===== config.mk =====
export PLATFORM = sky130hd
export DESIGN_NAME = pcpi_muldiv_iter_flat
export DESIGN_NICKNAME = d
export VERILOG_FILES = /design/src/rtl/pcpi_if.sv /design/src/rtl/pcpi_muldiv_iter.sv /design/src/flat_wrapper.sv
export SDC_FILE = /design/constraint.sdc
export NUM_CORES = 2
export LEC_CHECK = 0
export BUFFER_PORTS_ARGS = -buffer_cell sky130_fd_sc_hd__buf_2
export CORE_ASPECT_RATIO = 1.4
export CORE_MARGIN = 2
export CORE_UTILIZATION = 39
export DETAILED_ROUTE_END_ITERATION = 7
export MAX_ROUTING_LAYER = met4
export PLACE_DENSITY_LB_ADDON = 0.12
export SLEW_MARGIN = 10
export SYNTH_ARGS = -nofsm -noshare
export SYNTH_HDL_FRONTEND = slang
export SYNTH_SLANG_ARGS = --single-unit

===== constraint.sdc =====
create_clock -name clk -period 12.4 [get_ports clk]
set_clock_uncertainty 0.2 [all_clocks]
set_input_delay 3.1 -clock clk [delete_from_list [all_inputs] [get_ports clk]]
set_output_delay 3.1 -clock clk [all_outputs]
set_load 0.02 [all_outputs]

===== src/rtl/pcpi_if.sv =====
// pcpi_if: PCPI instruction/result bundle between a core and a coprocessor.
interface pcpi_if;
  logic        pcpi_valid;
  logic [31:0] pcpi_insn;
  logic [31:0] pcpi_rs1;
  logic [31:0] pcpi_rs2;
  logic        pcpi_wr;
  logic [31:0] pcpi_rd;
  logic        pcpi_wait;
  logic        pcpi_ready;

  modport master (
    output pcpi_valid, pcpi_insn, pcpi_rs1, pcpi_rs2,
    input  pcpi_wr, pcpi_rd, pcpi_wait, pcpi_ready
  );

  modport slave (
    input  pcpi_valid, pcpi_insn, pcpi_rs1, pcpi_rs2,
    output pcpi_wr, pcpi_rd, pcpi_wait, pcpi_ready
  );
endinterface


===== src/rtl/pcpi_muldiv_iter.sv =====
// pcpi_muldiv_iter: iterative RV32M multiply/divide coprocessor on the PCPI port.
// Works on operand magnitudes; the sign is applied when the result is registered.
module pcpi_muldiv_iter #(
  parameter int unsigned MUL_STEP   = 4,
  parameter bit          ENABLE_DIV = 1'b1
) (
  input  logic  clk,
  input  logic  resetn,
  pcpi_if.slave pcpi
);
  localparam int unsigned XLEN = 32;
  localparam int unsigned CW   = 6;
  localparam logic [CW-1:0] MUL_ITERS = CW'(XLEN / MUL_STEP);
  localparam logic [CW-1:0] DIV_ITERS = CW'(XLEN);

  // Reject multiply radices that do not evenly tile a 32-bit operand.
  generate
    if (MUL_STEP != 1 && MUL_STEP != 2 && MUL_STEP != 4 &&
        MUL_STEP != 8 && MUL_STEP != 16 && MUL_STEP != 32) begin : g_bad_step
      $error("pcpi_muldiv_iter: MUL_STEP must be 1, 2, 4, 8, 16 or 32");
    end
  endgenerate

  typedef enum logic [1:0] {S_IDLE, S_MUL, S_DIV, S_DONE} state_t;

  state_t            state;
  logic [CW-1:0]     cnt;
  logic [2:0]        f3;
  logic [XLEN-1:0]   rs1_q;
  logic              neg_q;
  logic [2*XLEN-1:0] acc;
  logic [2*XLEN-1:0] mcand;
  logic [XLEN-1:0]   mplier;
  logic [XLEN-1:0]   dvsr;
  logic [XLEN-1:0]   quo;
  logic [XLEN-1:0]   rem;
  logic [XLEN-1:0]   rd_q;
  logic              ready_q;
  logic              wait_q;

  logic [2:0]        f3_in;
  logic              rs1_neg, rs2_neg, neg_in, accept;
  logic [XLEN-1:0]   mag1, mag2;
  logic [2*XLEN-1:0] acc_nxt, prod;
  logic [XLEN:0]     rem_sh, rem_sub;
  logic              q_bit;
  logic [XLEN-1:0]   rem_nxt, quo_nxt, res;

  assign pcpi.pcpi_rd    = rd_q;
  assign pcpi.pcpi_ready = ready_q;
  assign pcpi.pcpi_wr    = ready_q;
  assign pcpi.pcpi_wait  = wait_q;

  // Decode of the presented instruction and operand magnitudes/sign.
  always_comb begin
    f3_in   = pcpi.pcpi_insn[14:12];
    rs1_neg = pcpi.pcpi_rs1[XLEN-1] &&
              (f3_in == 3'b001 || f3_in == 3'b010 || f3_in == 3'b100 || f3_in == 3'b110);
    rs2_neg = pcpi.pcpi_rs2[XLEN-1] &&
              (f3_in == 3'b001 || f3_in == 3'b100 || f3_in == 3'b110);
    mag1    = rs1_neg ? -pcpi.pcpi_rs1 : pcpi.pcpi_rs1;
    mag2    = rs2_neg ? -pcpi.pcpi_rs2 : pcpi.pcpi_rs2;
    neg_in  = (f3_in[2:1] == 2'b11) ? rs1_neg : (rs1_neg ^ rs2_neg);
    accept  = pcpi.pcpi_valid &&
              pcpi.pcpi_insn[6:0] == 7'b0110011 &&
              pcpi.pcpi_insn[31:25] == 7'b0000001 &&
              (!pcpi.pcpi_insn[14] || ENABLE_DIV);
  end

  // One multiply/divide iteration and the sign-corrected result it would give.
  always_comb begin
    acc_nxt = acc + mcand * 64'(mplier[MUL_STEP-1:0]);
    rem_sh  = {rem, quo[XLEN-1]};
    rem_sub = rem_sh - {1'b0, dvsr};
    q_bit   = ~rem_sub[XLEN];
    rem_nxt = q_bit ? rem_sub[XLEN-1:0] : rem_sh[XLEN-1:0];
    quo_nxt = {quo[XLEN-2:0], q_bit};
    prod    = neg_q ? -acc_nxt : acc_nxt;
    if (state == S_MUL) begin
      res = (f3[1:0] == 2'b00) ? prod[XLEN-1:0] : prod[2*XLEN-1:XLEN];
    end else if (dvsr == '0) begin
      res = f3[1] ? rs1_q : '1;
    end else if (f3[1]) begin
      res = neg_q ? -rem_nxt : rem_nxt;
    end else begin
      res = neg_q ? -quo_nxt : quo_nxt;
    end
  end

  // Control FSM and datapath registers.
  always_ff @(posedge clk or negedge resetn) begin
    if (!resetn) begin
      state   <= S_IDLE;
      cnt     <= '0;
      f3      <= '0;
      rs1_q   <= '0;
      neg_q   <= 1'b0;
      acc     <= '0;
      mcand   <= '0;
      mplier  <= '0;
      dvsr    <= '0;
      quo     <= '0;
      rem     <= '0;
      rd_q    <= '0;
      ready_q <= 1'b0;
      wait_q  <= 1'b0;
    end else begin
      ready_q <= 1'b0;
      case (state)
        S_IDLE: begin
          if (accept) begin
            f3     <= f3_in;
            rs1_q  <= pcpi.pcpi_rs1;
            neg_q  <= neg_in;
            wait_q <= 1'b1;
            if (f3_in[2]) begin
              state <= S_DIV;
              cnt   <= DIV_ITERS;
              quo   <= mag1;
              rem   <= '0;
              dvsr  <= mag2;
            end else begin
              state  <= S_MUL;
              cnt    <= MUL_ITERS;
              acc    <= '0;
              mcand  <= {{XLEN{1'b0}}, mag1};
              mplier <= mag2;
            end
          end
        end
        S_MUL, S_DIV: begin
          if (!pcpi.pcpi_valid) begin
            state  <= S_IDLE;
            wait_q <= 1'b0;
          end else begin
            cnt <= cnt - CW'(1);
            if (state == S_MUL) begin
              acc    <= acc_nxt;
              mcand  <= mcand << MUL_STEP;
              mplier <= mplier >> MUL_STEP;
            end else begin
              rem <= rem_nxt;
              quo <= quo_nxt;
            end
            if (cnt == CW'(1)) begin
              state   <= S_DONE;
              rd_q    <= res;
              ready_q <= 1'b1;
            end
          end
        end
        S_DONE: begin
          state  <= S_IDLE;
          wait_q <= 1'b0;
        end
        default: begin
          state  <= S_IDLE;
          wait_q <= 1'b0;
        end
      endcase
    end
  end
endmodule


===== src/flat_wrapper.sv =====
// flat-port wrapper written by rule: the top's interface ports become plain ports
module pcpi_muldiv_iter_flat 
#(
  parameter int unsigned MUL_STEP   = 4,
  parameter bit          ENABLE_DIV = 1'b1
)
  (clk, resetn, pcpi_pcpi_valid, pcpi_pcpi_insn, pcpi_pcpi_rs1, pcpi_pcpi_rs2, pcpi_pcpi_wr, pcpi_pcpi_rd, pcpi_pcpi_wait, pcpi_pcpi_ready);
  pcpi_if pcpi_i ();
  input  logic clk;
  input  logic resetn;
  input wire logic [$bits(pcpi_i.pcpi_valid)-1:0] pcpi_pcpi_valid;
  input wire logic [$bits(pcpi_i.pcpi_insn)-1:0] pcpi_pcpi_insn;
  input wire logic [$bits(pcpi_i.pcpi_rs1)-1:0] pcpi_pcpi_rs1;
  input wire logic [$bits(pcpi_i.pcpi_rs2)-1:0] pcpi_pcpi_rs2;
  output wire logic [$bits(pcpi_i.pcpi_wr)-1:0] pcpi_pcpi_wr;
  output wire logic [$bits(pcpi_i.pcpi_rd)-1:0] pcpi_pcpi_rd;
  output wire logic [$bits(pcpi_i.pcpi_wait)-1:0] pcpi_pcpi_wait;
  output wire logic [$bits(pcpi_i.pcpi_ready)-1:0] pcpi_pcpi_ready;
  assign pcpi_i.pcpi_valid = pcpi_pcpi_valid;
  assign pcpi_i.pcpi_insn = pcpi_pcpi_insn;
  assign pcpi_i.pcpi_rs1 = pcpi_pcpi_rs1;
  assign pcpi_i.pcpi_rs2 = pcpi_pcpi_rs2;
  assign pcpi_pcpi_wr = pcpi_i.pcpi_wr;
  assign pcpi_pcpi_rd = pcpi_i.pcpi_rd;
  assign pcpi_pcpi_wait = pcpi_i.pcpi_wait;
  assign pcpi_pcpi_ready = pcpi_i.pcpi_ready;
  pcpi_muldiv_iter #(.MUL_STEP(MUL_STEP), .ENABLE_DIV(ENABLE_DIV)) u_core (.clk(clk), .resetn(resetn), .pcpi(pcpi_i));
endmodule

# Yosys cells after proc, flatten, opt, wreduce, memory -nomap -nowiden
# Index checks and enable logic that the tools add are counted.
dict set report word_totals {
  register_bits 333
  in_bits 99
  out_inout_bits 35
  word_cells 118
}
dict set report op_classes {
  add_sub_neg 8
  n_mul 1
  n_eq_ne 19
  n_mux 52
  bitwise_logic 2
  n_reduce_logical 22
}
# operator count
set op_table {}
lappend op_table {{two-way mux 32 bit} 22}
lappend op_table {{two-way mux 64 bit} 9}
lappend op_table {{one-hot mux 64 bit (2 select lines)} 2}
lappend op_table {{one-hot mux 32 bit (2 select lines)} 3}
lappend op_table {{negation 32 bit} 4}
lappend op_table {{adder 64 bit} 1}
lappend op_table {{multiplier 64 x 4 -> 64 bit} 1}
lappend op_table {{negation 64 bit} 1}
lappend op_table {{subtractor 33 x 32 -> 33 bit} 1}
lappend op_table {{zero test 32 bit} 1}
lappend op_table {{two-way mux 6 bit} 3}
lappend op_table {{one-hot mux 6 bit (2 select lines)} 1}
lappend op_table {{inequality test 2 bit, second input constant} 5}
lappend op_table {{AND reduction 5 bit} 2}
lappend op_table {{AND reduction 3 bit} 3}
lappend op_table {{two-way mux 2 bit} 4}
lappend op_table {{equality test 7 x 1 -> 1 bit, second input constant} 1}
lappend op_table {{equality test 7 x 6 -> 1 bit, second input constant} 1}
lappend op_table {{equality test 2 bit, second input constant} 3}
lappend op_table {{equality test 3 bit, second input constant} 2}
lappend op_table {{equality test 6 x 1 -> 1 bit, second input constant} 1}
lappend op_table {{two-way mux 1 bit} 6}
lappend op_table {{one-hot mux 2 bit (3 select lines)} 1}
lappend op_table {{AND reduction 2 bit} 3}
lappend op_table {{other kinds (14)} 23}

# Depth between registers and ports, before layout
dict set report logic_depth {
  word_depth 9
  mapped_depth 24
  ltp_nobuf 21
}

# Worst setup path before layout
# No wires, ideal clock.
dict set report synth_path {
  kind {register to register}
  start {reg u_core.mplier[2]}
  end {reg u_core.rd_q[14], in the netlist u_core.pcpi.pcpi_rd[14]}
  setup_time_ns 0.067
  arrival_time_ns 6.110
  required_time_ns 12.133
  setup_slack_ns 6.023
  path_stages_with_launch 23
  n_path_buf 4
  synth_period_minus_slack_ns 6.377
  cell_sequence {dfrtp_1 > clkbuf_1 > clkbuf_1 > and2_1 > fa_1 > fa_1 > inv_1 > fa_1 > inv_1 > ha_1 > buf_6 > nand4_2 > or4_1 > a211oi_2 > nor2_2 > a2111oi_4 > o21ai_1 > a211o_1 > or4_4 > buf_6 > or4_1 > a31o_1 > nand3_2}
}
dict set report synth_via {
  elab_chain_cells 6
}
# item line_no
set synth_rtl {}
lappend synth_rtl {{start, declared} pcpi_muldiv_iter.sv:33} ;# logic [XLEN-1:0] mplier;
lappend synth_rtl {{start signal, assigned} pcpi_muldiv_iter.sv:127} ;# mplier <= mag2;
lappend synth_rtl {{start signal, assigned} pcpi_muldiv_iter.sv:140} ;# mplier <= mplier >> MUL_STEP;
lappend synth_rtl {{multiplier 64 x 4 -> 64 bit (*)} pcpi_muldiv_iter.sv:72} ;# acc_nxt = acc + mcand * 64'(mplier[MUL_STEP-1:0]);
lappend synth_rtl {{adder 64 bit (*)} pcpi_muldiv_iter.sv:72}
lappend synth_rtl {{negation 64 bit} pcpi_muldiv_iter.sv:78} ;# prod = neg_q ? -acc_nxt : acc_nxt;
lappend synth_rtl {{two-way mux 64 bit (*)} pcpi_muldiv_iter.sv:78}
lappend synth_rtl {{two-way mux 32 bit (*)} pcpi_muldiv_iter.sv:80} ;# res = (f3[1:0] == 2'b00) ? prod[XLEN-1:0] : prod[2*XLEN-1:XLEN];
lappend synth_rtl {{two-way mux 32 bit (*)} pcpi_muldiv_iter.sv:79} ;# if (state == S_MUL) begin
lappend synth_rtl {{end signal, assigned} pcpi_muldiv_iter.sv:147} ;# rd_q <= res;
lappend synth_rtl {{end, declared} pcpi_muldiv_iter.sv:37} ;# logic [XLEN-1:0] rd_q;
# Mark *: on every way between the ends. The rest lies on a longest branch, timed or not.
# A chain may end at the register's enable or synchronous reset.

# Worst setup path after layout
dict set report layout_path {
  start {reg u_core.mplier[2]}
  end {reg u_core.rd_q[1], in the netlist u_core.pcpi.pcpi_rd[1]}
}
# Same word-level chain as after synthesis.

==> run summary <==
clock tree buffer depth -> 3
post-route ant nets -> 0
global-route wire length before repair -> 191000 microns
syn_nets -> 4367
synth unique cells -> 107
CTS clock-pin slew for the worst setup and hold paths -> 70 ps
WP data required -> 12690 ps
IO Pins -> 134
Hold Slack -> 291 ps
Mapped Cells -> 3975
area of the mapped netlist -> 32600 sq um
initial antenna violation count -> 6
met1 usage in global routing -> 0.322
Most used DFF post-synth -> dfrtp_1
vias post-DR -> 30100
Buffers on Ports -> 118
mux cell area share after synthesis -> 0.0271
H-tree depth reported by CTS -> 2
Num CTS Buffers -> 42
Max Fclk -> 121 MHz
1st-iter DRT viols -> 2070
Max stage delay on crit path -> 950 ps
HPWL after DPL -> 97600 microns
DR vias/cell -> 5.93
total core area -> 82900 sq um
Finished Core Util -> 0.429
Worst path slowest cell -> a2111oi_0
Reg2Reg Setup Slack -> 4150 ps
min cycle time layout -> 8250 ps
total track usage -> 0.296
Synth top area share -> 0.255
Synth Area in Adders -> 0.154
total wire length -> 125000 microns
slew at the pin closest to its max-slew limit -> 1070 ps
startpoint types -> register
fillers -> 8535
wire length per cell -> 24.7 microns
Critical Path Fanout Max -> 62
dominant cells by area after synthesis -> dfrtp_1, fa_1, o21ai_0
area delta synth->final -> 8.89%
Yosys top cell by area -> dfrtp_1
CTS tree -> yes
pwr dens -> 326 nW/um^2
synth warn -> 0
Worst Setup Path Type -> reg -> reg
crit-path cells -> buf_4 -> and2_1 -> fa_1 -> fa_1 -> inv_1 -> fa_1 -> inv_1 -> ha_1 -> nand2_1 -> a211o_1 -> a2111oi_0 -> or2_1 -> xnor2_1 -> nand4_1 -> or3_1 -> nor3_1 -> a31oi_1 -> xor2_1 -> o21ai_0 -> o21ai_0
grt ovf -> 0
Root Driver -> clkbuf_16
Crit path top cell by count -> fa_1
post-CTS setup buffers -> 0
Slew Viols, Final -> 0
async set-or-reset flop fraction in the synthesized netlist -> 1.00
Commonest cells post-synth -> nand2_1, o21ai_0, dfrtp_1, inv_1, a21oi_1
crit path buf inv count -> 3
Arr. time, crit path -> 8550 ps
main combinational cell family by area after synthesis -> compound AO/OA/AOI/OAI gates
Hold Vio Cnt, Final -> 0
Leak -> 0.0159 uW
Clock Sinks -> 333
met2 Track Usage GR -> 0.507
sequential fraction of the synthesis area -> 0.255
Avg Inst Size Synth -> 8.21 sq um
Hold Crit Class -> reg -> reg
register bit count reported by yosys -> 333
Tcrit/Tclk final -> 0.666
gr busiest metal -> met2
RSZ-0062 raised after global routing -> no
XOR/XNOR share of the synthesized area -> 0.0499
starting density of the core -> 0.394
layout cell share with drive strength beyond 1 -> 0.0880
die width -> 248 microns
DIE HEIGHT -> 346 microns
number of global-route vias before repair -> 30300
status -> completed
Rel. slew slack -> 0.267
drt pass-1 iters -> 5
Post-synth EDFFs -> 0
post-route setup TNS -> 0 ps
largest net degree at the start of global routing -> 133
Die ar. -> 86000 sq um
complex-gate fraction of the synthesized area -> 0.232
Clock Latency Late Sink -> 640 ps
most common cell in the netlist -> nand2_1
hold buffers post-CTS -> 0
Post-Synth Simple-Gate Area -> 0.215
routability cong. -> 0.996
maximum vdd drop -> 0.000198 V
NumNets Final -> 4348
Max-Cap Viols -> 0
Post-route DRC -> 0
# rows -> 125
final setup fails -> 0
Setup crit end kind -> register
met3 GRT Util -> 0.0349
# resized after CTS -> 0
delay-heaviest family, CP -> simple AND/OR/NAND/NOR gates
## state kept, by name (all words and copies together), names as in the netlist
name                    count
u_core.f3                   2
u_core.mcand               64
u_core.rem                 32
u_core.pcpi.pcpi_wait       1
u_core.quo                 32
u_core.acc                 64
u_core.rs1_q               32
u_core.pcpi.pcpi_rd        32
u_core.neg_q                1
u_core.cnt                  6
u_core.mplier              32
u_core.dvsr                32
u_core.state                2
u_core.pcpi.pcpi_ready      1
## layout make-up
cell class                 count  area (sq um)  area share
multi-input combinational   3101         22200       0.625
timing repair buffer         167           981      0.0276
inverter                     311          1170      0.0329
clock buffer                  52          1150      0.0323
tap                         1079          1350      0.0380
sequential                   333          8340       0.235
antenna                        3          7.51    0.000211
clock inverter                25           328     0.00923
## kinds of logic after synthesis
group                      count (synthesis)
xor gates and xnor gates                 186
muxes                                     83
adders and majority gates                293
buffers and inverters                    541
AOI/OAI and AO/OA                       1169
DFF                                      333
and+or+nand+nor                         1370
## cells in the final DEF (no fill, tap or decap), types with 25 or more instances in the layout
| master | netlist | final |
|---|---|---|
| a211oi_1 | 35 | 35 |
| a21o_1 | 35 | 35 |
| a21oi_1 | 257 | 257 |
| a22o_1 | 50 | 50 |
| a22oi_1 | 62 | 62 |
| a31oi_1 | 25 | 25 |
| and2_1 | 251 | 251 |
| and3_1 | 30 | 30 |
| buf_2 | 17 | 117 |
| buf_4 | 5 | 48 |
| clkbuf_16 | 0 | 42 |
| dfrtp_1 | 333 | 329 |
| fa_1 | 183 | 183 |
| ha_1 | 110 | 109 |
| inv_1 | 310 | 310 |
| mux2_2 | 43 | 43 |
| mux2i_1 | 40 | 40 |
| nand2_1 | 423 | 421 |
| nand3_1 | 66 | 65 |
| nand4_1 | 56 | 56 |
| nor2_1 | 229 | 225 |
| nor3_1 | 87 | 87 |
| nor4_1 | 42 | 42 |
| o211ai_1 | 34 | 34 |
| o21ai_0 | 344 | 344 |
| o22ai_1 | 41 | 41 |
| o31ai_1 | 54 | 54 |
| or3_1 | 34 | 33 |
| xnor2_1 | 94 | 94 |
| xor2_1 | 92 | 92 |
## routing by layer
metal	vias to the layer above	part of all wire
met5	-	0
met4	0	0.081
met1	14900	0.38
met3	295	0.042
li1	14100	-
met2	844	0.50
## stage by stage
step	setup slack [ps]	cells	cell area, sq um	total power [uW]
2_1_floorplan	6020	3975	32600	7410
3_3_place_gp	4240	4991	34000	10100
3_5_place_dp	4210	4991	34000	10100
4_1_cts	4200	5068	35500	11500
5_1_grt	3750	5071	35500	12500
6_report	4150	5071	35500	11600
## worst reg2reg max path: stages (launching register included)
cell,delay (ps)
dfrtp_2,360
buf_4,530
and2_1,290
fa_1,450
fa_1,540
inv_1,60
fa_1,500
inv_1,50
ha_1,440
nand2_1,100
a211o_1,330
a2111oi_0,950
or2_1,250
xnor2_1,330
nand4_1,440
or3_1,640
nor3_1,560
a31oi_1,190
xor2_1,170
o21ai_0,580
o21ai_0,160
## power breakdown
part	switching, uW	internal [uW]
clock	575	755
combinational	5750	2740
sequential	375	1400
total	6700	4900
## final timing paths
check	from	to	cells past startpoint
worst min register to register	u_core.mplier[28]	u_core.mplier[28]	2
worst max-delay path	u_core.mplier[2]	u_core.pcpi.pcpi_rd[1]	20
min in group asynchronous	resetn	u_core.acc[10]	1
worst min-delay path	u_core.mplier[28]	u_core.mplier[28]	2
worst max register to register	u_core.mplier[2]	u_core.pcpi.pcpi_rd[1]	20
max in group asynchronous	resetn	u_core.acc[53]	3
Power figures use the tool's default switching activity.
